### src/rtl/sigmacore_mem_arbiter.sv
// Arbitrates the SigmaCore unified memory port between fetch and load/store, one transaction at a time.
// Define SIGMA_ARB_RR_EN for round-robin on contention (default build: data has fixed priority).
module sigmacore_mem_arbiter #(
  parameter int ADDR_W         = 32,
  parameter int DATA_W         = 32,
  parameter int TIMEOUT_CYCLES = 16
) (
  input  logic                clk,
  input  logic                reset_n,
  input  logic                if_req,
  input  logic [ADDR_W-1:0]   if_addr,
  output logic                if_ack,
  output logic [DATA_W-1:0]   if_rdata,
  output logic                if_err,
  input  logic                d_req,
  input  logic                d_we,
  input  logic [ADDR_W-1:0]   d_addr,
  input  logic [DATA_W/8-1:0] d_be,
  input  logic [DATA_W-1:0]   d_wdata,
  output logic                d_ack,
  output logic [DATA_W-1:0]   d_rdata,
  output logic                d_err,
  output logic                mem_req,
  output logic                mem_we,
  output logic [ADDR_W-1:0]   mem_addr,
  output logic [DATA_W/8-1:0] mem_be,
  output logic [DATA_W-1:0]   mem_wdata,
  input  logic [DATA_W-1:0]   mem_rdata,
  input  logic                mem_ready,
  output logic                arb_busy
);

  localparam int BE_W  = DATA_W / 8;
  localparam int CNT_W = $clog2(TIMEOUT_CYCLES + 1);
  localparam logic [CNT_W-1:0] CNT_LAST = CNT_W'(TIMEOUT_CYCLES - 1);

  typedef enum logic [2:0] {
    ST_IDLE,
    ST_BUSY_I,
    ST_BUSY_D,
    ST_RESP_I,
    ST_RESP_D
  } state_t;

  state_t              state_q, state_d;
  logic [ADDR_W-1:0]   addr_q, addr_d;
  logic                we_q, we_d;
  logic [BE_W-1:0]     be_q, be_d;
  logic [DATA_W-1:0]   wdata_q, wdata_d;
  logic [CNT_W-1:0]    cnt_q, cnt_d;
  logic [DATA_W-1:0]   if_rdata_q, if_rdata_d;
  logic                if_err_q, if_err_d;
  logic [DATA_W-1:0]   d_rdata_q, d_rdata_d;
  logic                d_err_q, d_err_d;
  logic                grant_data;
  logic                timed_out;

`ifdef SIGMA_ARB_RR_EN
  // Set when data won the most recent contended grant; only contention updates it.
  logic                last_win_data_q, last_win_data_d;
  assign grant_data = d_req && (!if_req || !last_win_data_q);
`else
  assign grant_data = d_req;
`endif

  assign timed_out = (cnt_q == CNT_LAST);

  always_comb begin
    state_d    = state_q;
    addr_d     = addr_q;
    we_d       = we_q;
    be_d       = be_q;
    wdata_d    = wdata_q;
    cnt_d      = '0;
    if_rdata_d = if_rdata_q;
    if_err_d   = if_err_q;
    d_rdata_d  = d_rdata_q;
    d_err_d    = d_err_q;
`ifdef SIGMA_ARB_RR_EN
    last_win_data_d = last_win_data_q;
`endif

    case (state_q)
      ST_IDLE: begin
        if (if_req || d_req) begin
`ifdef SIGMA_ARB_RR_EN
          if (if_req && d_req) begin
            last_win_data_d = grant_data;
          end
`endif
          if (grant_data) begin
            state_d = ST_BUSY_D;
            addr_d  = d_addr;
            we_d    = d_we;
            be_d    = d_be;
            wdata_d = d_wdata;
          end else begin
            state_d = ST_BUSY_I;
            addr_d  = if_addr;
            we_d    = 1'b0;
            be_d    = '1;
            wdata_d = '0;
          end
        end
      end

      ST_BUSY_I: begin
        // A ready on the final counted cycle still completes normally.
        if (mem_ready) begin
          if_rdata_d = mem_rdata;
          if_err_d   = 1'b0;
          state_d    = ST_RESP_I;
        end else if (timed_out) begin
          if_rdata_d = '0;
          if_err_d   = 1'b1;
          state_d    = ST_RESP_I;
        end else begin
          cnt_d = cnt_q + CNT_W'(1);
        end
      end

      ST_BUSY_D: begin
        if (mem_ready) begin
          d_rdata_d = we_q ? '0 : mem_rdata;
          d_err_d   = 1'b0;
          state_d   = ST_RESP_D;
        end else if (timed_out) begin
          d_rdata_d = '0;
          d_err_d   = 1'b1;
          state_d   = ST_RESP_D;
        end else begin
          cnt_d = cnt_q + CNT_W'(1);
        end
      end

      ST_RESP_I: state_d = ST_IDLE;
      ST_RESP_D: state_d = ST_IDLE;
      default:   state_d = ST_IDLE;
    endcase
  end

  always_ff @(posedge clk or negedge reset_n) begin
    if (!reset_n) begin
      state_q    <= ST_IDLE;
      addr_q     <= '0;
      we_q       <= 1'b0;
      be_q       <= '0;
      wdata_q    <= '0;
      cnt_q      <= '0;
      if_rdata_q <= '0;
      if_err_q   <= 1'b0;
      d_rdata_q  <= '0;
      d_err_q    <= 1'b0;
`ifdef SIGMA_ARB_RR_EN
      last_win_data_q <= 1'b0;
`endif
    end else begin
      state_q    <= state_d;
      addr_q     <= addr_d;
      we_q       <= we_d;
      be_q       <= be_d;
      wdata_q    <= wdata_d;
      cnt_q      <= cnt_d;
      if_rdata_q <= if_rdata_d;
      if_err_q   <= if_err_d;
      d_rdata_q  <= d_rdata_d;
      d_err_q    <= d_err_d;
`ifdef SIGMA_ARB_RR_EN
      last_win_data_q <= last_win_data_d;
`endif
    end
  end

  // Handshake outputs decode straight from the state register so reset clears them at once.
  assign mem_req   = (state_q == ST_BUSY_I) || (state_q == ST_BUSY_D);
  assign mem_we    = we_q;
  assign mem_addr  = addr_q;
  assign mem_be    = be_q;
  assign mem_wdata = wdata_q;
  assign arb_busy  = (state_q != ST_IDLE);
  assign if_ack    = (state_q == ST_RESP_I);
  assign d_ack     = (state_q == ST_RESP_D);
  assign if_rdata  = if_rdata_q;
  assign if_err    = if_err_q;
  assign d_rdata   = d_rdata_q;
  assign d_err     = d_err_q;

endmodule

### config.mk
export PLATFORM = sky130hd
export DESIGN_NAME = sigmacore_mem_arbiter
export DESIGN_NICKNAME = d
export VERILOG_FILES = /design/src/rtl/sigmacore_mem_arbiter.sv
export SDC_FILE = /design/constraint.sdc
export NUM_CORES = 1
export LEC_CHECK = 0
export CORE_ASPECT_RATIO = 1.1
export CORE_MARGIN = 5
export CORE_UTILIZATION = 44
export CTS_CLUSTER_DIAMETER = 120
export DETAILED_ROUTE_END_ITERATION = 10
export PLACE_DENSITY_LB_ADDON = 0.2
export RECOVER_POWER = 25
export SLEW_MARGIN = 20
export SYNTH_ARGS = -nofsm -noshare
export SYNTH_HDL_FRONTEND = slang
export SYNTH_SLANG_ARGS = --single-unit
### constraint.sdc
create_clock -name clk -period 4.4 [get_ports clk]
set_clock_uncertainty 0.15 [all_clocks]
set_input_delay 1.1 -clock clk [delete_from_list [all_inputs] [get_ports clk]]
set_output_delay 1.1 -clock clk [all_outputs]
set_load 0.01 [all_outputs]
# == After elaboration in Yosys (flattened, before gate mapping) ==
# Index checks and enable logic that the tools add are counted.
# Widths: inputs -> output; s select.
# totals
in_bits,138
output_inout_bits,139
regBits,143
word_cells,49
# op_classes
n_addsub,1
mux,20
n_eq_ne,8
n_reduce_logical,10
# op_table
operator,n
$mux 32,6
$mux 3,5
$mux 5,3
$pmux 3 s3,1
$eq 3x2->1 const B,2
$ne 3x3->1 const B,2
$reduce_and 2->1,3
$add 5x1->5 const B,1
$eq 5x4->1 const B,1
$mux 4,1
$eq 3x1->1 const B,1
$eq 3x3->1 const B,1
$logic_not 3->1,1
$mux 1,3
$reduce_and 3->1,1
$reduce_bool 3->1,1
$logic_or 1x1->1,2
$mux 2,1
$ne 2x2->1 const B,1
$reduce_bool 2->1,1
$reduce_or 2->1,1

# == Longest topological paths before layout ==
# logic_depth
ltp_word,4
mapped_depth,6
mapped_depth_nobuf,4

# == Worst setup path after synthesis ==
# OpenSTA, ideal clock, no wires.
# synth_timing
kind,input port to flip-flop
startpoint,input d_req
endpoint,register addr_q[26] (netlist: mem_addr[26])
required_ns,4.123
n_path_buf,2
path_slack_ns,1.884
arrival_ns,2.238
path_stages,4
path_cell_list,buf_2 -> buf_1 -> mux2_2 -> mux2_1
# synth_between
elab_chain_len,2
# synth_rtl
item,line,text
from (decl),15,"input logic d_req,"
$logic_or 1x1->1,85,if (if_req || d_req) begin
$reduce_and 2->1 (no line),-,
to (signal assigned),159,addr_q <= addr_d;
to (decl),46,"logic [ADDR_W-1:0] addr_q, addr_d;"
# Parallel ways exist; a longest one is shown, timed or not.
# A chain may end at the register's enable or synchronous reset.

# == Worst setup path after layout ==
# layout_timing
startpoint,register state_q[0]
endpoint,output mem_req
# layout_between
elab_chain_len,2
# layout_rtl
item,line,text
from (decl),45,"state_t state_q, state_d;"
from (signal assigned),158,state_q <= state_d;
$eq 3x1->1 / $eq 3x2->1 (equally long branches),175,assign mem_req = (state_q == ST_BUSY_I) || (state_q == ST_BUSY_D);
$logic_or 1x1->1 *,175,
to (decl),23,"output logic mem_req,"
# Mark *: on every way between the ends. The rest lies on a longest branch, timed or not.

==> summary.md <==
| Metric | Value |
|---|---|
| Status | finished, violations left |
| Failing checks | capacitance limit, slew limit |
| Grt total ovfl | 0 |
| Flops & latches, synth | 143 |
| Pwr Total | 0.006658 W |
| Synth Area in Compound Gates | 0.1622 |
| Core Footprint | 12,700 um^2 |
| CTS resizes | 0 |
| Routed len/inst | slightly above 20 um |
| Number of global-route vias before repair | 4,749 |
| CP arrival | 1950 ps |
| Syn Area/Cell | 15.08 um^2 |
| Register area | 3578 um^2 |
| Seq/Total Area, Yosys | 0.6228 |
| Starting DRT DRC Count | 316 |
| Num rows | 43 |
| CTS tree | done |
| CTS HTree Levels | 4 |
| Synth Area in XOR/XNOR | 0.004573 |
| Placed insts | 791 |
| Vert. Die Dim | between 100 and 150 um |
| DR vias | 4,413 |
| Num CTS Buffers | 17 |
| Longest Clk Path Bufs | 2 |
| Main combinational cell family by area after synthesis | compound AO/OA/AOI/OAI gates |
| Final #Nets | 792 |
| Post-CTS Setup Bufs | 0 |
| Starting Density | 0.4525 |
| Post-route insts no fill | between 800 and 900 |
| Antenna cells | 0 |
| Post-route DRC | 0 |
| Fmax | 312.9 MHz |
| Internal | between 0.004 and 0.005 W |
| Initial antenna violation count | 0 |
| Cell Area, Synth | 5746 um^2 |
| Area of the multi-input gates | 1946 um^2 |
| Die W | ~120 um |
| First-pass GRT wire length | 26,400 um |
| Switching share of power | 0.3082 |
| WL final | 16,870 um |
| Die area | 15,450 um^2 |
| Actual slew at the worst max-slew pin | 1764 ps |
| Combinational power share | 0.437 |
| Hold-fix buffers, CTS | 0 |
| Final ANT Viol Nets | 0 |
| Clock-pin slew on the worst setup and hold paths | 60 ps |
| GPL Wtd Cong | around 0.82 |
| Maximum VDD drop | approximately 0.41 mV |
| Worst Path Required | between 3000 and 4000 ps |
| Placed Area | 8594 um^2 |
| Synth unique cells | 34 |
| Largest net degree at the start of global routing | 74 |
| Post-route cell area | 9201 um^2 |
| Post-Syn Instances | 381 |
| Final setup fails | 0 |
| Synth Net Count | 520 |
| Sequential share of power | 0.341 |
| Pleak | 4.084 nW |
| Gr usage total | 0.2203 |
| Clock sink count | about 140 |
| Max FO, Critical Path | 8 |
| Final period util | 0.7263 |
| Top Ports | 277 |
| CP Class | flop to output port |
| Ys Warns | 0 |
| Mux cell area share after synthesis | 0.1405 |
| Setup TNS | 0 ps |
| Share of cells above drive strength 1 | 0.1607 |
| CP Capture Type | output port |
| Hpwl dp | 12,260 um |
| Endpoints failing hold | 0 |
| Crit path time final | 3196 ps |
| Fillers | 872 |
| Max-slew violation count | 73 |
| Latest clock arrival within the worst-skew pair | 410 ps |
| Root buffer cell | clkbuf_16 |
| DR pass1 iterations | 4 |
| Core Util, Final | 0.7247 |
| Synth-to-layout area growth | 60.15% |
| Clock share of power | 0.223 |
| Simple-gate share of the synthesized area | 0.02831 |
| Hold Crit Class | flop to flop |
| Via-to-Cell Ratio | 5.362 |
| RSZ-0062 raised after global routing | no |
| Worst setup SP type | flop |
| Sw Pwr | 0.002052 W |
| Pwr/cell area | 723.6 nW/um^2 |
| IO Port Bufs | about 280 |
| Max-cap violations | 1 |
| Synth Area in Adders | 0.002178 |
| Max-Slew Margin vs Limit | -0.1759 |
[critical path: stages (launching register included)]
cell	delay (ps)
dfrtp_1	530
xor2_1	190
nand2b_1	160
inv_1	80
clkdlybuf4s50_1	580
[state kept, by name, summed over array words and instances (netlist names)]
register	flops
d_err	1
mem_addr	32
state_q	3
cnt_q	5
d_rdata	32
if_rdata	32
mem_wdata	32
if_err	1
mem_we	1
mem_be	4
[metrics by stage]
stage               worst slack (ps)  hold WS (ps)
finish                          1204         330.2
global route                    1039         348.9
CTS                             1176         326.7
detailed placement             857.1         325.7
global placement               910.5         312.1
floorplan                       1884         291.9
[cells by family after synthesis]
logic type,after synthesis
XOR/XNOR,3
adder cells (fa/ha/maj),1
multiplexers,65
AND/OR/NAND/NOR,22
flip-flops,143
AO/OA/AOI/OAI,108
buffers and inverters,39
[routing by layer]
layer  global-route usage  up-vias  wire (um)
li1                     -     1969          -
met1               0.2712     2227       6577
met2               0.3729      190       8687
met3              0.06892       27       1274
met4              0.07430        0        325
met5                    0        -          0
[power by group through the flow]
stage	clock (W)	sequential, W	combinational [W]
4_1_cts	0.00151	0.00227	0.00296
6_report	0.00148	0.00227	0.00291
2_1_floorplan	0	0.00247	0.00115
3_3_place_gp	0	0.00225	0.00289
5_1_grt	0.00157	0.00234	0.00310
3_5_place_dp	0	0.00227	0.00294
[cell usage after synthesis (all sizes together)]
cell type	count	share of area
nand2	2	0.0013
o21ai	3	0.0039
nor4	2	0.0022
xor2	2	0.0030
nand3	2	0.0017
and2	2	0.0022
ha	1	0.0022
nand2b	1	0.0011
a21oi	2	0.0017
and3b	2	0.0030
mux2	65	0.14
buf	27	0.032
nor3b	4	0.0070
nor4b	1	0.0015
a22oi	1	0.0013
dfrtp	143	0.62
and4b	1	0.0017
xnor2	1	0.0015
nor3	4	0.0054
clkbuf	6	0.0039
a22o	97	0.15
o22a	4	0.0061
or3	1	0.0011
o21a	1	0.0013
inv	6	0.0039
[cell usage in the layout, fill, tap and decap left out, types with 2 or more instances in the layout]
master	count
clkbuf_16	17
inv_1	6
and3b_1	2
xor2_1	2
o21ai_2	3
nand2_1	2
bufinv_16	4
and2_1	2
nor3b_1	2
dfrtp_1	143
nor3_1	3
nand3_1	2
nor4_1	2
o22a_1	4
a21oi_1	2
clkinv_2	6
a22o_1	97
buf_4	9
mux2_4	20
mux2_1	6
nor3b_2	2
clkbuf_1	2
clkdlybuf4s50_1	275
mux2_2	39
[cell type report]
| cell class | instances | share of cell area |
|---|---|---|
| clock inverters | 12 | 0.01809 |
| flip-flops and latches | 143 | 0.3889 |
| repair buffers | 286 | 0.3092 |
| inverters | 6 | 0.002448 |
| multi-input cells | 199 | 0.2115 |
| well taps | 157 | 0.02135 |
| clock buffers | 20 | 0.04854 |
[path summary, 6_finish.rpt]
path                            startpoint      endpoint  slack, ps  depth (start not counted)
worst max-delay path            state_q[0]       mem_req       1200                          4
worst min-delay path              cnt_q[0]      cnt_q[0]        330                          1
worst max register to register  state_q[2]   mem_addr[5]       2170                          4
worst min register to register    cnt_q[0]      cnt_q[0]        330                          1
max in group asynchronous          reset_n         d_err       1920                          2
min in group asynchronous          reset_n  mem_addr[24]        990                          1
No activity file was read; power rests on OpenSTA's default activity.
